**src/rtl/fpu_align_sched.sv**
```systemverilog
// Round-robin scheduler sharing one mantissa aligner among NREQ requesters; orders operands by exponent.
// Latency: accept edge -> result register loaded on the following edge; one result per cycle at full rate.
// Backpressure: s2 holds on !res_ready, s1 holds behind a full s2, and req_ready goes all-zero when both are full.
module fpu_align_sched #(
    parameter int NREQ = 4,
    parameter int IDW  = $clog2(NREQ)
) (
    input  logic                 clk,
    input  logic                 rst_n,
    input  logic [NREQ-1:0]      req_valid,
    output logic [NREQ-1:0]      req_ready,
    input  logic [8*NREQ-1:0]    req_exp_a,
    input  logic [8*NREQ-1:0]    req_exp_b,
    input  logic [24*NREQ-1:0]   req_mant_a,
    input  logic [24*NREQ-1:0]   req_mant_b,
    output logic [23:0]          align_mant_in,
    output logic [7:0]           align_exp_diff,
    input  logic [23:0]          align_mant_out,
    output logic                 res_valid,
    input  logic                 res_ready,
    output logic [IDW-1:0]       res_id,
    output logic [7:0]           res_exp,
    output logic [23:0]          res_mant_big,
    output logic [23:0]          res_mant_small,
    output logic                 res_swap,
    output logic                 res_far
);
    logic [IDW-1:0] ptr;
    logic           gnt_found;
    logic [IDW-1:0] gnt_idx;
    logic [IDW-1:0] cand_idx;

    logic           s1_valid;
    logic [IDW-1:0] s1_id;
    logic [7:0]     s1_exp;
    logic [23:0]    s1_big;
    logic [23:0]    s1_small;
    logic [7:0]     s1_diff;
    logic           s1_swap;
    logic           s1_far;
    logic           s2_valid;

    logic           s1_advance;
    logic           s1_can_accept;
    logic           hs;

    logic [7:0]     sel_exp_a;
    logic [7:0]     sel_exp_b;
    logic [23:0]    sel_mant_a;
    logic [23:0]    sel_mant_b;
    logic           b_bigger;
    logic [7:0]     nxt_diff;

    // Search upward starting just past the last granted index.
    always_comb begin
        gnt_found = 1'b0;
        gnt_idx   = '0;
        cand_idx  = '0;
        for (int i = 1; i <= NREQ; i++) begin
            cand_idx = IDW'((int'(ptr) + i) % NREQ);
            if (!gnt_found && req_valid[cand_idx]) begin
                gnt_found = 1'b1;
                gnt_idx   = cand_idx;
            end
        end
    end

    assign s1_advance    = s1_valid && (!s2_valid || res_ready);
    assign s1_can_accept = !s1_valid || s1_advance;
    assign hs            = rst_n && gnt_found && s1_can_accept;

    always_comb begin
        req_ready = '0;
        if (hs) begin
            req_ready[gnt_idx] = 1'b1;
        end
    end

    assign sel_exp_a  = req_exp_a[8*gnt_idx +: 8];
    assign sel_exp_b  = req_exp_b[8*gnt_idx +: 8];
    assign sel_mant_a = req_mant_a[24*gnt_idx +: 24];
    assign sel_mant_b = req_mant_b[24*gnt_idx +: 24];

    // Equal exponents keep A as the big operand.
    assign b_bigger = sel_exp_b > sel_exp_a;
    assign nxt_diff = b_bigger ? (sel_exp_b - sel_exp_a) : (sel_exp_a - sel_exp_b);

    always_ff @(posedge clk or negedge rst_n) begin
        if (!rst_n) begin
            ptr      <= IDW'(NREQ - 1);
            s1_valid <= 1'b0;
            s1_id    <= '0;
            s1_exp   <= '0;
            s1_big   <= '0;
            s1_small <= '0;
            s1_diff  <= '0;
            s1_swap  <= 1'b0;
            s1_far   <= 1'b0;
        end else if (hs) begin
            ptr      <= gnt_idx;
            s1_valid <= 1'b1;
            s1_id    <= gnt_idx;
            s1_swap  <= b_bigger;
            s1_exp   <= b_bigger ? sel_exp_b : sel_exp_a;
            s1_big   <= b_bigger ? sel_mant_b : sel_mant_a;
            s1_small <= b_bigger ? sel_mant_a : sel_mant_b;
            s1_diff  <= nxt_diff;
            s1_far   <= (nxt_diff >= 8'd24);
        end else if (s1_advance) begin
            s1_valid <= 1'b0;
        end
    end

    assign align_mant_in  = s1_valid ? s1_small : '0;
    assign align_exp_diff = s1_valid ? s1_diff  : '0;

    // Far shifts are zeroed here so the aligner may truncate its shift amount.
    always_ff @(posedge clk or negedge rst_n) begin
        if (!rst_n) begin
            s2_valid       <= 1'b0;
            res_id         <= '0;
            res_exp        <= '0;
            res_mant_big   <= '0;
            res_mant_small <= '0;
            res_swap       <= 1'b0;
            res_far        <= 1'b0;
        end else if (s1_advance) begin
            s2_valid       <= 1'b1;
            res_id         <= s1_id;
            res_exp        <= s1_exp;
            res_mant_big   <= s1_big;
            res_mant_small <= s1_far ? '0 : align_mant_out;
            res_swap       <= s1_swap;
            res_far        <= s1_far;
        end else if (res_ready) begin
            s2_valid <= 1'b0;
        end
    end

    assign res_valid = s2_valid;

endmodule

```
**config.mk**
```make
export PLATFORM = sky130hd
export DESIGN_NAME = fpu_align_sched
export DESIGN_NICKNAME = d
export VERILOG_FILES = /design/src/rtl/fpu_align_sched.sv
export SDC_FILE = /design/constraint.sdc
export NUM_CORES = 1
export LEC_CHECK = 0
export BUFFER_PORTS_ARGS = -buffer_cell sky130_fd_sc_hd__buf_2
export CAP_MARGIN = 25
export CORE_AREA = 2 2 148 150
export CTS_CLUSTER_DIAMETER = 200
export CTS_CLUSTER_SIZE = 24
export DETAILED_ROUTE_END_ITERATION = 7
export DIE_AREA = 0 0 150 152
export PLACE_DENSITY = 0.77
export SLEW_MARGIN = 20
export SYNTH_ARGS = -nofsm -noshare
export SYNTH_HDL_FRONTEND = slang
export SYNTH_SLANG_ARGS = --single-unit
```
**constraint.sdc**
```tcl
create_clock -name clk -period 9.75 [get_ports clk]
set_input_delay 1.95 -clock clk [delete_from_list [all_inputs] [get_ports clk]]
set_output_delay 1.95 -clock clk [all_outputs]
set_load 0.03 [all_outputs]
```
==> results.sh <==
export IMPL_routed_via_count=8597
export IMPL_cells_traversed_along_the_worst_timing_path="buf_2 -> and2b_4 -> o21a_4 -> nor3_4 -> buf_4 -> mux2_2 -> o21ai_0 -> ha_1 -> nand2_1 -> nand2_1 -> a311oi_1 -> nor2_1 -> a311o_1 -> a22oi_2 -> buf_4 -> nand2_1 -> a31oi_4 -> xnor2_1 -> o32a_1"
export IMPL_drc_errors=0
export IMPL_yosys_area_top_type_share=0.376
export IMPL_yosysSeqAreaShare=0.382
export IMPL_timing_critical_path_to_type="flop"
export IMPL_area_growth_pct=31.2
export IMPL_final_util=0.532
export IMPL_netlist_top_cell_by_area="dfrtp_1"
export IMPL_drv_max_cap_violation_count=0
export IMPL_synth_cells=1021
export IMPL_switchingPower_w=0.00155
export IMPL_critPathMaxFanout=33
export IMPL_power_share_combinational=0.548
export IMPL_internal_power_w=0.00191
export IMPL_mappedNetlistArea_um2=8650
export IMPL_share_of_power_burned_in_the_clock_network=0.193
export IMPL_summed_negative_setup_slack_over_all_endpoints_ns=0
export IMPL_worst_slew_pin_transition_ns=0.970
export IMPL_timing_critical_path_buf_inv=3
export IMPL_power_share_sequential=0.259
export IMPL_synth_cells_most_frequent="nand2_1 (232), dfrtp_1 (130), o21ai_0 (92), and2_1 (88), clkbuf_1 (71)"
export IMPL_cp_top_family="compound AO/OA/AOI/OAI gates"
export IMPL_final_fill_count=2051
export IMPL_final_period_minus_worst_setup_slack_ns=6.96
export IMPL_post_cts_setup_buffer_count=0
export IMPL_io_pins=384
export IMPL_final_setup_violation_count=0
export IMPL_drt_antenna_violating_nets=0
export IMPL_worstPathRequired_ns=10.04
export IMPL_synth_warning_count=0
export IMPL_antenna_found_initial=2
export IMPL_rsz0062_at_grt="no"
export IMPL_critPathLaunchType="primary input"
export IMPL_cts_repair_resize_count=0
export IMPL_finalWeightedCongestion=0.907
export IMPL_timing_final_crit_share=0.714
export IMPL_die_height_um=152
export IMPL_multiInputGateArea_um2=4990
export IMPL_insertion_delay_ns=0.41
export IMPL_number_of_global_route_vias_before_repair=8193
export IMPL_path_common_cell="nand2_1"
export IMPL_status="completed"
export IMPL_path_class="primary input to flop"
export IMPL_initial_core_util=0.405
export IMPL_std_cell_rows=54
export IMPL_maxSlewHeadroom=0.353
export IMPL_switching_share_of_power=0.448
export IMPL_irDropWorstVdd_mv=0.187
export IMPL_synth_enable_flop_cells=0
export IMPL_final_setup_skew_ns=0.00934
export IMPL_design_die_area_um2=22800
export IMPL_final_max_slew_viol_count=0
export IMPL_synth_main_ff_cell="dfrtp_1"
export IMPL_grt_first_pass_wirelength_mm=42.8
export IMPL_tritoncts_num_buffers=17
export IMPL_finalHoldViolations=0
export IMPL_grt_use_total=0.238
export IMPL_total_of_flip_flops_plus_latches_after_synthesis=132
export IMPL_cts_htree_levels=4
export IMPL_cts_sinks=132
export IMPL_core_footprint_um2=21400
export IMPL_totalWireLength_mm=27.8
export IMPL_wire_per_inst_um=16.9
export IMPL_via_per_inst=5.22
export IMPL_synthesis_nets=1319
export IMPL_postSynth_asyncResetShare=1.00
export IMPL_synth_area_per_cell_um2=8.48
export IMPL_drive_gt1_frac=0.357
export IMPL_root_buffer="clkbuf_16"
export IMPL_finish_net_count=1651
export IMPL_worst_path_largest_cell_delay_ns=0.68
export IMPL_power_per_cell_area_nw_per_um2=304
export IMPL_cts_hold_buffers_added=0
export IMPL_gr_total_overflow=0
export IMPL_io_buffers=383
export IMPL_sequential_cell_area_um2=3310
export IMPL_p_leak_nw=5.64
export IMPL_yosysUniqueCellTypes=52
export IMPL_clock_tree_buffer_depth=2
export IMPL_dr_first_iter_drc_count=574
export IMPL_dp_hpwl_mm=20.8
export IMPL_grt_max_degree=99
export IMPL_clock_transition_at_path_regs_ns=0.06
export IMPL_fmaxAchievable_mhz=144
export IMPL_cts_tree="built"
export IMPL_worstHoldPathType="flop to flop"
export IMPL_die_w_um=150
export IMPL_synth_most_common_cell="nand2_1"
export IMPL_timing_critical_path_arrival_ns=7.24
export IMPL_drt_pre_antenna_iters=6
export IMPL_slowest_stage="nor3_4"
export IMPL_synth_top_cells_by_area="dfrtp_1 (38%), nand2_1 (10%), mux2i_1 (6.7%), and2_1 (6.4%), o21ai_0 (5.3%)"
==> layer usage <==
layer / global-route usage / routed length, µm / vias to the layer above
li1: - / - / 4226
met1: 0.317 / 12200 / 4012
met2: 0.386 / 13200 / 325
met3: 0.0477 / 1780 / 34
met4: 0.0809 / 611 / 0
met5: 0 / 0 / -
==> area by class of cell <==
class                           count  share of cell area
Multi-Input combinational cell    790               0.440
Sequential cell                   132               0.291
Timing Repair Buffer              394               0.178
Clock buffer                       20              0.0411
Tap cell                          280              0.0309
Clock inverter                     11              0.0131
Inverter                           18             0.00595
Antenna cell                        2            0.000441
==> power groups by stage <==
stage	Sequential, W	Combinational, W	Clock, W
final	0.000895	0.00189	0.000665
after global routing	0.000920	0.00206	0.000703
after CTS	0.000894	0.00190	0.000678
after detailed placement	0.000902	0.00189	0
after global placement	0.000892	0.00186	0
after floorplan	0.00103	0.00123	0
==> kinds of logic after synthesis <==
| logic type | after synthesis | share of synthesized area |
|---|---|---|
| xor gates and xnor gates | 15 | 0.0152 |
| buffers and inverters | 99 | 0.0454 |
| and+or+nand+nor | 401 | 0.217 |
| muxes | 103 | 0.133 |
| DFF | 132 | 0.382 |
| adders and majority gates | 11 | 0.0159 |
| AOI/OAI and AO/OA | 260 | 0.192 |
==> placed cells by master, fill, tap and decap left out, types with 29 or more instances in the layout <==
| cell | synthesis | layout |
|---|---|---|
| a211oi_1 | 56 | 56 |
| a31oi_1 | 63 | 63 |
| and2_1 | 88 | 88 |
| buf_2 | 5 | 382 |
| dfrtp_1 | 130 | 130 |
| mux2_2 | 39 | 39 |
| mux2i_1 | 58 | 58 |
| nand2_1 | 232 | 231 |
| nand2b_1 | 30 | 29 |
| o21ai_0 | 92 | 92 |
==> stage by stage <==
stage               power, W  hold WS [ns]  cells  instance area, µm²  setup WS (ns)
finish               0.00345         0.467   1647               11400           2.79
global route         0.00369         0.487   1647               11400           2.46
CTS                  0.00347         0.476   1645               11300           2.83
detailed placement   0.00279         0.462   1614               10700           2.43
global placement     0.00275         0.454   1613               10700           2.57
floorplan            0.00226         0.435   1021                8650           3.45
==> registers in the layout, indices dropped and copies added (netlist names) <==
register        cells
s1_exp              8
res_swap            1
res_mant_big       24
res_valid           1
res_mant_small     24
s1_big             24
s1_swap             1
s1_id               2
res_far             1
res_id              2
res_exp             8
s1_valid            1
s1_small           24
s1_diff             8
ptr                 2
s1_far              1
==> worst reg2reg max path: stages (launching register included) <==
cell and delay, ns:
dfstp_2 0.56, and2b_4 0.22, o21a_4 0.24, nor3_4 0.68, buf_4 0.47, mux2_2 0.39
o21ai_0 0.13, ha_1 0.31, nand2_1 0.10, nand2_1 0.05, a311oi_1 0.32, nor2_1 0.14
a311o_1 0.42, a22oi_2 0.26, buf_4 0.55, nand2_1 0.20, a31oi_4 0.20, xnor2_1 0.11
o32a_1 0.36
==> final timing paths <==
path / from / to / slack (ns) / cells past startpoint
setup / recovery: req_valid[3] / s1_far / 2.79 / 19
hold / removal: s1_small[11] / s1_small[11] / 0.47 / 2
setup reg to reg: ptr[0] / s1_far / 3.92 / 18
hold reg to reg: s1_small[11] / s1_small[11] / 0.47 / 2
max in group asynchronous: rst_n / res_exp[5] / 6.90 / 2
min in group asynchronous: rst_n / res_mant_small[21] / 1.57 / 1
Power figures use the tool's default switching activity.
